`config.mk`:
```
export PLATFORM = sky130hd
export DESIGN_NAME = data_plane_rx
export DESIGN_NICKNAME = d
export VERILOG_FILES = /design/src/rtl/data_plane_rx.sv
export SDC_FILE = /design/constraint.sdc
export NUM_CORES = 1
export LEC_CHECK = 0
export BUFFER_PORTS_ARGS = -buffer_cell sky130_fd_sc_hd__buf_2
export CAP_MARGIN = 20
export CORE_MARGIN = 2
export CORE_UTILIZATION = 50
export DETAILED_ROUTE_END_ITERATION = 12
export PLACE_DENSITY = 0.71
export SLEW_MARGIN = 25
export SYNTH_ARGS = -nofsm -noshare
export SYNTH_HDL_FRONTEND = slang
export SYNTH_SLANG_ARGS = --single-unit
```
`constraint.sdc`:
```
create_clock -name clk -period 3.05 [get_ports clk]
set_clock_uncertainty 0.05 [all_clocks]
set_input_delay 0.305 -clock clk [delete_from_list [all_inputs] [get_ports clk]]
set_output_delay 0.305 -clock clk [all_outputs]
set_load 0.03 [all_outputs]
```
`src/rtl/data_plane_rx.sv`:
```
// data_plane_rx: receives data-plane frames into a LIFO stack RAM and lets the GPP pop it.
module data_plane_rx #(
  parameter int PKT_WORDS = 4,
  parameter int ADDR_W = 4
) (
  input  logic              clk,
  input  logic              rst,
  input  logic [15:0]       node_id,
  input  logic              data_rx_flag,
  input  logic [31:0]       data_rx_packet,
  output logic              data_rx_complete_flag,
  output logic              data_rx_error_flag,
  output logic [15:0]       rx_src_node,
  output logic              rx_overflow,
  input  logic              gpp_rx_pop,
  output logic [15:0]       gpp_rx_data,
  output logic              gpp_rx_valid,
  output logic [ADDR_W:0]   sp_rx_current
);
  localparam int CW = $clog2(PKT_WORDS + 1);
  localparam logic [ADDR_W:0] FULL = {1'b1, {ADDR_W{1'b0}}};
  localparam logic [CW-1:0] LAST = CW'(PKT_WORDS - 1);
  typedef enum logic [1:0] {IDLE, WAIT_HDR, RECV} state_t;
  state_t state_q, state_d;
  logic [CW-1:0] cnt_q, cnt_d;
  logic [ADDR_W:0] sp_q, sp_d, frame_sp_q, frame_sp_d, sp_m1;
  logic [15:0] src_q, src_d, rd_q, rd_d;
  logic ovf_q, ovf_d, cmp_q, cmp_d, err_q, err_d, vld_q, vld_d;
  logic hit, pop_ok, push;
  logic [15:0] mem [1 << ADDR_W];
  // node id 0 is reserved, so it never matches; this also rejects idle packets
  assign hit = data_rx_packet[31:16] == node_id && |node_id;
  assign pop_ok = gpp_rx_pop && state_q != RECV && |sp_q;
  assign push = state_q == RECV && hit && sp_q != FULL;
  assign sp_m1 = sp_q - 1'b1;
  always_comb begin
    state_d = state_q;
    cnt_d = cnt_q;
    sp_d = pop_ok ? sp_m1 : sp_q;
    frame_sp_d = frame_sp_q;
    src_d = src_q;
    ovf_d = ovf_q;
    cmp_d = 1'b0;
    err_d = 1'b0;
    vld_d = pop_ok;
    rd_d = pop_ok ? mem[sp_m1[ADDR_W-1:0]] : rd_q;
    if (state_q == IDLE && data_rx_flag) state_d = WAIT_HDR;
    if (state_q == WAIT_HDR && hit) begin
      src_d = data_rx_packet[15:0];
      frame_sp_d = sp_d;
      cnt_d = '0;
      state_d = RECV;
    end
    if (state_q == RECV) begin
      if (hit) begin
        cnt_d = cnt_q + 1'b1;
        sp_d = push ? sp_q + 1'b1 : sp_q;
        ovf_d = ovf_q | ~push;
        cmp_d = cnt_q == LAST;
        state_d = cnt_q == LAST ? IDLE : RECV;
      end else begin
        sp_d = frame_sp_q;
        err_d = 1'b1;
        state_d = IDLE;
      end
    end
  end
  always_ff @(posedge clk) begin
    if (rst) begin
      state_q <= IDLE;
      cnt_q <= '0;
      sp_q <= '0;
      frame_sp_q <= '0;
      src_q <= '0;
      ovf_q <= 1'b0;
      cmp_q <= 1'b0;
      err_q <= 1'b0;
      vld_q <= 1'b0;
      rd_q <= '0;
    end else begin
      state_q <= state_d;
      cnt_q <= cnt_d;
      sp_q <= sp_d;
      frame_sp_q <= frame_sp_d;
      src_q <= src_d;
      ovf_q <= ovf_d;
      cmp_q <= cmp_d;
      err_q <= err_d;
      vld_q <= vld_d;
      rd_q <= rd_d;
    end
  end
  always_ff @(posedge clk) if (!rst && push) mem[sp_q[ADDR_W-1:0]] <= data_rx_packet[15:0];
  assign data_rx_complete_flag = cmp_q;
  assign data_rx_error_flag = err_q;
  assign rx_src_node = src_q;
  assign rx_overflow = ovf_q;
  assign gpp_rx_data = rd_q;
  assign gpp_rx_valid = vld_q;
  assign sp_rx_current = sp_q;
endmodule

```
After elaboration in Yosys (flattened, before gate mapping)
Memory sizes are Yosys's and may differ from the RTL's. A register that Yosys moved wholly into a read port is not among the register bits.
Index checks and enable logic that the tools add are counted.
W data, S select, Z words.
{ "totals": {"mem_bits_rw": 256, "mem_count": 1, "reg_bits": 35, "latch_bits": 0, "out_inout_bits": 41, "in_bits": 52, "elab_cells": 55, "rom_bits": 0} }
{ "classes": {"multipliers": 0, "n_mux": 15, "div": 0, "n_reduce_logical": 16, "shifts": 0, "n_lt_le_gt_ge": 0, "addsub": 3, "n_eq_ne": 7, "n_bitwise": 4} }
{ "mem_list": {"columns": ["memory", "words", "word_bits", "rd", "rd_clocked_by_memory_dff", "wr", "line_no", "source"], "rows": [
  ["mem", 16, 16, 1, 1, 1, "30", "logic [15:0] mem [1 << ADDR_W];"]
]} }
{ "op_table": {"columns": ["cell", "n"], "rows": [
  ["$mux W5", 4],
  ["$eq A16 B16 Y1", 1],
  ["$reduce_or A16 Y1", 1],
  ["$mux W2", 5],
  ["$mux W3", 3],
  ["$logic_and A1 B1 Y1", 8],
  ["$add A5 B1 Y5 const B", 1],
  ["$ne A5 B5 Y1 const B", 1],
  ["$reduce_or A5 Y1", 1],
  ["$sub A5 B1 Y5 const B", 1],
  ["$add A3 B1 Y3 const B", 1],
  ["$eq A3 B2 Y1 const B", 1],
  ["$mux W1", 3],
  ["$ne A3 B3 Y1 const B", 1],
  ["$not A1 Y1", 3],
  ["$reduce_bool A3 Y1", 1],
  ["$reduce_or A3 Y1", 1],
  ["$eq A2 B1 Y1 const B", 1],
  ["$eq A2 B2 Y1 const B", 1],
  ["$logic_not A2 Y1", 1],
  ["$ne A2 B2 Y1 const B", 1],
  ["$reduce_and A2 Y1", 1],
  ["$reduce_or A2 Y1", 1],
  ["$logic_not A1 Y1", 1],
  ["$or A1 B1 Y1", 1]
]} }

Logic depth before layout (Yosys ltp)
Gate-level depths: netlist of the first run.
{ "logic_depth": {"depth_word": 7, "mapped_depth": 12} }

Worst setup path after synthesis of the first run
No wires, ideal clock.
{ "synth_timing": {"path_kind": "register to register", "startpoint": "reg sp_q[0] (netlist: sp_rx_current[0])", "endpoint": "mem mem[1][0] (enable)", "arrival_time_ns": 2.965, "setup_time_ns": 0.409, "t_required_ns": 2.591, "path_stages_with_launch": 9, "n_path_buf": 3, "slack_ns": -0.375, "path_cell_list": "dfxtp_1 > buf_2 > buf_4 > buf_4 > inv_1 > ha_1 > nand3_1 > nand2_1 > nor3_1"} }
{ "synth_between": {"elab_chain_len": 5} }
{ "synth_lines": {"columns": ["item", "line_no", "source"], "rows": [
  ["start, declared", "26", "logic [ADDR_W:0] sp_q, sp_d, frame_sp_q, frame_sp_d, sp_m1;"],
  ["start signal, assigned", "83", "sp_q <= sp_d;"],
  ["$ne A5 B5 Y1", "34", "assign push = state_q == RECV && hit && sp_q != FULL;"],
  ["$logic_and A1 B1 Y1", "34", null],
  ["$logic_and A1 B1 Y1", "93", "always_ff @(posedge clk) if (!rst && push) mem[sp_q[ADDR_W-1:0]] <= data_rx_packet[15:0];"],
  ["$mux W1", "93", null],
  ["$mux W1 (implied by the code)", "93", null],
  ["end, declared", "30", null]
]} }
Several ways; a longest one is shown, not always the timed one.

Final worst setup path of the first run
{ "layout_timing": {"startpoint": "reg sp_q[0] (netlist: sp_rx_current[0])", "endpoint": "reg rd_q[0] (netlist: gpp_rx_data[0]) (read register of mem)"} }
{ "layout_between": {"elab_chain_len": 2, "elab_cells_between_ends": 3, "cone_classes": "add/sub: 1; reduce/logical: 2"} }
{ "layout_lines": {"columns": ["item", "line_no", "source"], "rows": [
  ["branches (longest 2 deep; another with $sub A5 B1 Y5)", null, null],
  ["end, declared", "27", "logic [15:0] src_q, src_d, rd_q, rd_d;"]
]} }
Several ways; the timed one is not identified.
A chain may end at the register's enable or synchronous reset.

==> results of run 1 <==
registers in the layout, indices dropped and copies added, names as in the netlist:
signal                 flops
cnt_q                      3
mem                      256
frame_sp_q                 5
rx_src_node               16
rx_overflow                1
data_rx_complete_flag      1
data_rx_error_flag         1
state_q                    2
gpp_rx_valid               1
gpp_rx_data               16
sp_rx_current              5
per-stage QoR:
step	total power, W	std cells
floorplan	0.008427	742
global placement	0.009807	1158
detailed placement	0.009806	1158
CTS	0.01346	1215
global route	0.01396	1215
finish	0.01333	1215
cells by family after synthesis:
| group | Yosys count |
|---|---|
| buffers and inverters | 59 |
| and+or+nand+nor | 146 |
| AOI/OAI and AO/OA | 83 |
| adders and majority gates | 7 |
| muxes | 114 |
| DFF | 307 |
| xor gates and xnor gates | 26 |
power breakdown:
| group | switching (W) | internal, W | total [W] |
|---|---|---|---|
| clock | 0.00150 | 0.00217 | 0.00367 |
| sequential | 0.000110 | 0.00467 | 0.00478 |
| combinational | 0.00269 | 0.00219 | 0.00488 |
metal layers:
metal  GRT usage [%]  wire [µm]
met5               0          0
met4           3.982        364
met3           3.107       1865
met2           34.68      13330
met1           28.96      11220
placed cells by master (no fill, tap or decap), drive strengths merged, types with 16 or more instances in the layout:
cell	instances
mux4	64
o31ai	19
dfxtp	51
xor2	19
clkbuf	43
nand4	28
buf	138
a21oi	37
edfxtp	256
nand2	45
nor3	16
mux2i	49
nor2	17
cell usage after synthesis (all sizes together):
master and count:
nand4 28, o21ai 5, dfxtp 51, nand2b 2
nand2 45, o31ai 19, edfxtp 256, o311a 2
buf 26, o211ai 2, a21oi 37, and2 3
and4 1, mux2i 49, a311oi 1, nor2 17
nor2b 5, clkbuf 26, mux4 64, o32ai 1
nand3 9, or4b 1, a31oi 9, nor3b 2
ha 7, a31o 1, nor3 16, xor2 19
nor4b 2, a32o 1, mux2 1, a41o 2
inv 7, nor4 14, and3 1, xnor2 7
o311ai 3
layout make-up:
| type | instances | area [µm²] | share of cell area [%] |
|---|---|---|---|
| clock inverters | 13 | 156.4 | 1.066 |
| multi-input cells | 376 | 3664 | 24.96 |
| flip-flops and latches | 307 | 8712 | 59.36 |
| repair buffers | 139 | 865.8 | 5.899 |
| inverters | 7 | 26.28 | 0.1790 |
| clock buffers | 43 | 839.6 | 5.720 |
| well taps | 330 | 412.9 | 2.813 |
how the worst min path moves through the flow:
| stage | from | slack (ns) | cells after the start | endpoint |
|---|---|---|---|---|
| final | data_rx_packet[3] | 0.09 | 1 | mem[15][3]$_DFFE_PP_ |
| after global routing | data_rx_packet[5] | 0.1 | 1 | mem[8][5]$_DFFE_PP_ |
| after CTS | data_rx_packet[3] | 0.08 | 1 | mem[15][3]$_DFFE_PP_ |
| after detailed placement | gpp_rx_data[4]$_SDFFE_PP0P_ | 0.39 | 2 | gpp_rx_data[4]$_SDFFE_PP0P_ |
| after global placement | gpp_rx_data[4]$_SDFFE_PP0P_ | 0.39 | 2 | gpp_rx_data[4]$_SDFFE_PP0P_ |
| after floorplan | data_rx_packet[0] | 0.35 | 0 | mem[0][0]$_DFFE_PP_ |
critical path, cell delays in order, from the launching register on:
cell     delay, ns
dfxtp_4       0.35
inv_1         0.20
ha_1          0.40
xor2_4        0.22
buf_4         0.34
mux2i_1       0.36
mux2i_1       0.12
nand2_1       0.10
a21oi_1       0.07
==> impl_metrics.py, run 1 <==
metrics = {
    "outcome": {
        "status": "completed",
    },
    "logic_synthesis": {
        "synth-compound-area-share_pct": 4.189,
        "synth.area.mux_share_pct": 15.45,
        "synth_top_cells_by_area": "edfxtp_1 (61%), mux4_2 (11%), dfxtp_1 (8.1%)",
        "synth_top_area_share_pct": 61.14,
        "synth_xor_area_share_pct": 1.931,
        "synth_warnings": 0,
        "syn_nets": 801,
        "synth_area_um2": 12570,
        "syn_inst": 742,
        "avgSynthCellArea_um2": 16.95,
        "synth-simple-area-share_pct": 6.249,
        "synth_top_family_by_area": "multiplexers",
        "synth_top_cell_by_area": "edfxtp_1",
        "synth-seq-cells": 307,
        "yosysUniqueCellTypes": 46,
        "synthAdderAreaFrac_pct": 0.6966,
        "ys_seq_area_share_pct": 69.26,
    },
    "clocking": {
        "clockRootBuffer": "clkbuf_16",
        "numCtsBuffers": 30,
        "cts_sinks": 307,
        "cts-resized-gates": 0,
        "clock_insertion_delay_worst_skew_ns": 0.56,
        "holdBufCountCts": 1,
        "cts_tree": "yes",
        "clock_path_buffers": 3,
        "clk_pin_slew_worst_paths_ns": 0.06,
        "post_cts_buffers": 0,
        "htreeDepth": 1,
    },
    "global_routing": {
        "grt_max_degree": 71,
        "grt-ovfl-total": 0,
        "grt_pass1_vias": 7134,
        "grt_pass1_wl_mm": 41.44,
        "antenna_found_initial": 0,
        "grtUsageTotal_pct": 20.55,
    },
    "critical_path": {
        "startpoint_type": "flip-flop",
        "r2r_cells": 8,
        "path_class": "reg -> reg",
        "r2r_slack_ns": 0.69,
        "r2r-end": "gpp_rx_data[0]$_SDFFE_PP0P_",
        "startpoint": "sp_rx_current[0]$_SDFFE_PP0P_",
        "cp_data_arrival_time_ns": 2.72,
        "cp-end-kind": "flip-flop",
        "crit_required_ns": 3.41,
        "crit_end": "gpp_rx_data[0]$_SDFFE_PP0P_",
        "crit_fanout": 15,
        "r2r_start": "sp_rx_current[0]$_SDFFE_PP0P_",
    },
    "finish": {
        "fillers": 1887,
        "fin_nets": 920,
        "fin_area_um2": 14680,
        "layout-drive-gt1-share_pct": 31.19,
        "n_antenna_cell": 0,
        "areaGrowthSynthToFinish_pct": 16.73,
        "final_util_pct": 58.79,
    },
    "placed_design": {
        "gp_congestion": 0.7898,
        "hpwl_mm": 16.81,
        "dpl_worst_slack_ns": 0.5091,
        "place_area_um2": 13670,
        "port-buffer-count": 92,
    },
    "drt": {
        "avgRoutedWirePerCell_um": 22.04,
        "drtIter0Drc": 512,
        "ant_nets": 0,
        "drt_first_pass_iters": 5,
        "viasPerCell": 5.901,
        "drc": 0,
        "wirelength_mm": 26.78,
        "vias": 7170,
    },
    "power_and_ir_drop": {
        "p_leak_nw": 5.035,
        "peakVddDrop_uv": 815.7,
        "p_per_area_nw_per_um2": 908.5,
    },
    "die": {
        "start_util_pct": 50.37,
        "die_area_um2": 26430,
        "num_rows": 58,
        "coreArea_um2": 24960,
        "io_pins": 93,
        "die_height_um": 162.6,
        "die_x_um": 162.6,
    },
    "timing": {
        "rsz0062_at_grt": "false",
        "final-max-slew-violation-count": 0,
        "holdWs_ns": 0.09243,
        "finalSetupTns_ns": 0,
        "hold_violations": 0,
        "fin_crit_sh_pct": 77.23,
        "tightestPinTransition_ns": 0.8772,
        "finalSetupViolCount": 0,
        "relSlewSlack_pct": 41.20,
        "max_freq_ghz": 0.4246,
        "setup_slack_ns": 0.6946,
        "fin_crit_ns": 2.355,
    },
    "flow_run": {
        "drv_cap": 0,
    },
    "min_path": {
        "min_path_type": "in -> reg",
    },
}
No activity file was read; power rests on OpenSTA's default activity.
==> run 2, diff against run 1 <==
--- a/config.mk
+++ b/config.mk
@@ -10,7 +10,7 @@
 export CORE_MARGIN = 2
 export CORE_UTILIZATION = 50
 export DETAILED_ROUTE_END_ITERATION = 12
-export PLACE_DENSITY = 0.71
+export PLACE_DENSITY = 0.68
 export SLEW_MARGIN = 25
 export SYNTH_ARGS = -nofsm -noshare
 export SYNTH_HDL_FRONTEND = slang
==> constraint.sdc (replaced) <==
create_clock -name clk -period 2.25 [get_ports clk]
set_clock_uncertainty 0.05 [all_clocks]
set_input_delay 0.225 -clock clk [delete_from_list [all_inputs] [get_ports clk]]
set_output_delay 0.225 -clock clk [all_outputs]
set_load 0.03 [all_outputs]
==> impl_metrics.py, run 2 (synthesis results as in run 1) <==
metrics = {
    "die": {
        "die_x_um": 162.6,
        "die_height_um": 162.6,
        "io_pins": 93,
        "start_util_pct": 50.37,
        "num_rows": 58,
        "die_area_um2": 26430,
        "coreArea_um2": 24960,
    },
    "drt": {
        "viasPerCell": 6.050,
        "avgRoutedWirePerCell_um": 25.12,
        "vias": 7599,
        "drtIter0Drc": 798,
        "wirelength_mm": 31.55,
        "ant_nets": 0,
        "drc": 0,
        "drt_first_pass_iters": 5,
    },
    "clocking": {
        "cts_sinks": 307,
        "cts_tree": "yes",
        "clock_path_buffers": 3,
        "numCtsBuffers": 31,
        "clock_insertion_delay_worst_skew_ns": 0.56,
        "htreeDepth": 1,
        "clk_pin_slew_worst_paths_ns": 0.06,
        "clockRootBuffer": "clkbuf_16",
    },
    "power_and_ir_drop": {
        "peakVddDrop_uv": 927.1,
        "p_clk_share_pct": 26.3,
        "power_switching_w": 0.006582,
        "power.share.combinational_pct": 41.4,
        "netSwitchingFraction_pct": 32.79,
        "sequentialPowerShare_pct": 32.2,
        "p_leak_nw": 5.377,
        "p_per_area_nw_per_um2": 1301,
        "p_total_w": 0.02007,
        "power.internal_w": 0.01349,
    },
    "finish": {
        "multi_input_area_um2": 3800,
        "final_common_cell": "edfxtp_1",
        "layout-drive-gt1-share_pct": 35.53,
        "layout.area.seq_um2": 8712,
        "largest_reg_flops": 256,
        "final_cell_mix": "edfxtp_1 (256), buf_2 (92), mux4_2 (64), buf_4 (62), dfxtp_1 (50)",
        "fillers": 1805,
        "n_antenna_cell": 0,
        "fin_nets": 960,
        "fin_cells": 1256,
        "areaGrowthSynthToFinish_pct": 22.64,
    },
    "timing": {
        "fin_crit_sh_pct": 98.80,
        "rsz0062_at_grt": "true",
        "finalSetupTns_ns": 0,
        "finalSetupViolCount": 0,
        "final-max-slew-violation-count": 0,
        "max_freq_ghz": 0.4498,
        "relSlewSlack_pct": 57.28,
        "fin_crit_ns": 2.223,
        "holdWs_ns": 0.04255,
        "hold_violations": 0,
        "tightestPinTransition_ns": 0.6388,
    },
    "flow_run": {
        "drv_cap": 0,
    },
    "critical_path": {
        "crit_fanout": 8,
        "cp_data_arrival_time_ns": 2.59,
        "cp-end-kind": "flip-flop",
        "crit_required_ns": 2.61,
        "r2r_slack_ns": 0.03,
        "cp_slowest_cell": "dfxtp_4",
        "path_class": "reg -> reg",
        "startpoint_type": "flip-flop",
        "crit_chain": "clkinvlp_4 -> ha_4 -> buf_12 -> mux4_2 -> mux2i_2 -> mux2i_1 -> nand2_1 -> a21oi_1",
        "max_stage_delay_ns": 0.39,
    },
    "global_routing": {
        "grt_max_degree": 50,
        "grt-ovfl-total": 0,
        "grt_pass1_vias": 7837,
        "grtUsageTotal_pct": 23.93,
        "antenna_found_initial": 0,
        "grt_pass1_wl_mm": 47.29,
    },
    "placed_design": {
        "gp_congestion": 0.8567,
        "hpwl_mm": 20.63,
        "port-buffer-count": 92,
        "place_inst": 1189,
    },
    "outcome": {
        "status": "completed",
    },
    "min_path": {
        "min_path_type": "in -> reg",
    },
}
==> run 2: what timing repair did <==
item,4_1_cts,5_1_grt
gates resized for setup,2,13
hold buffers,1,0
setup endpoints to repair,10,14
pin swaps,0,2
cloned,0,2
setup buffers,0,6
endpoints found under the hold margin,1,0
==> run 2: critical path, delay by kind of cell, from the launching register on <==
| family | cells | cell delay, ns |
|---|---|---|
| buffers and inverters | 2 | 0.31 |
| multiplexers | 3 | 0.70 |
| adder cells (fa/ha/maj) | 1 | 0.39 |
| flip-flops | 1 | 0.39 |
| AND/OR/NAND/NOR | 1 | 0.15 |
| AO/OA/AOI/OAI | 1 | 0.08 |
==> run 2: layer usage <==
layer	part of all wire (%)	global-route usage [%]
met1	40	33.06
met2	50	40.06
met3	8.3	4.533
met4	1.5	5.350
met5	0	0
==> run 2: metrics by stage <==
step / setup slack, ns / instance area, µm² / utilization, %
2_1_floorplan: -0.2145 / 12800 / -
3_3_place_gp: -0.08492 / 14170 / 56.75
3_5_place_dp: -0.1540 / 14170 / 56.75
4_1_cts: 0.004339 / 15260 / 61.11
5_1_grt: -0.02853 / 15420 / 61.77
6_report: 0.02702 / 15420 / 61.77
==> run 2: power groups by stage <==
stage | clock network, W | logic [W] | registers (W)
global placement | 0 | 0.00757 | 0.00657
global route | 0.00557 | 0.00881 | 0.00648
CTS | 0.00534 | 0.00774 | 0.00646
floorplan | 0 | 0.00485 | 0.00692
finish | 0.00529 | 0.00832 | 0.00647
detailed placement | 0 | 0.00767 | 0.00658
==> run 2: area by class of cell <==
type	count	share of cell area [%]
multi-input combinational	376	24.64
inverter	7	0.1947
clock inverter	20	1.306
clock buffer	38	5.599
sequential	307	56.50
tap	330	2.678
timing repair buffer	178	9.080
==> run 2: worst paths after layout <==
check	endpoint	start	depth (start not counted)
worst max-delay path	gpp_rx_data[15]$_SDFFE_PP0P_	sp_rx_current[0]$_SDFFE_PP0P_	8
worst min register to register	gpp_rx_data[12]$_SDFFE_PP0P_	gpp_rx_data[12]$_SDFFE_PP0P_	2
worst min-delay path	mem[9][2]$_DFFE_PP_	data_rx_packet[2]	1
worst max register to register	gpp_rx_data[15]$_SDFFE_PP0P_	sp_rx_current[0]$_SDFFE_PP0P_	8
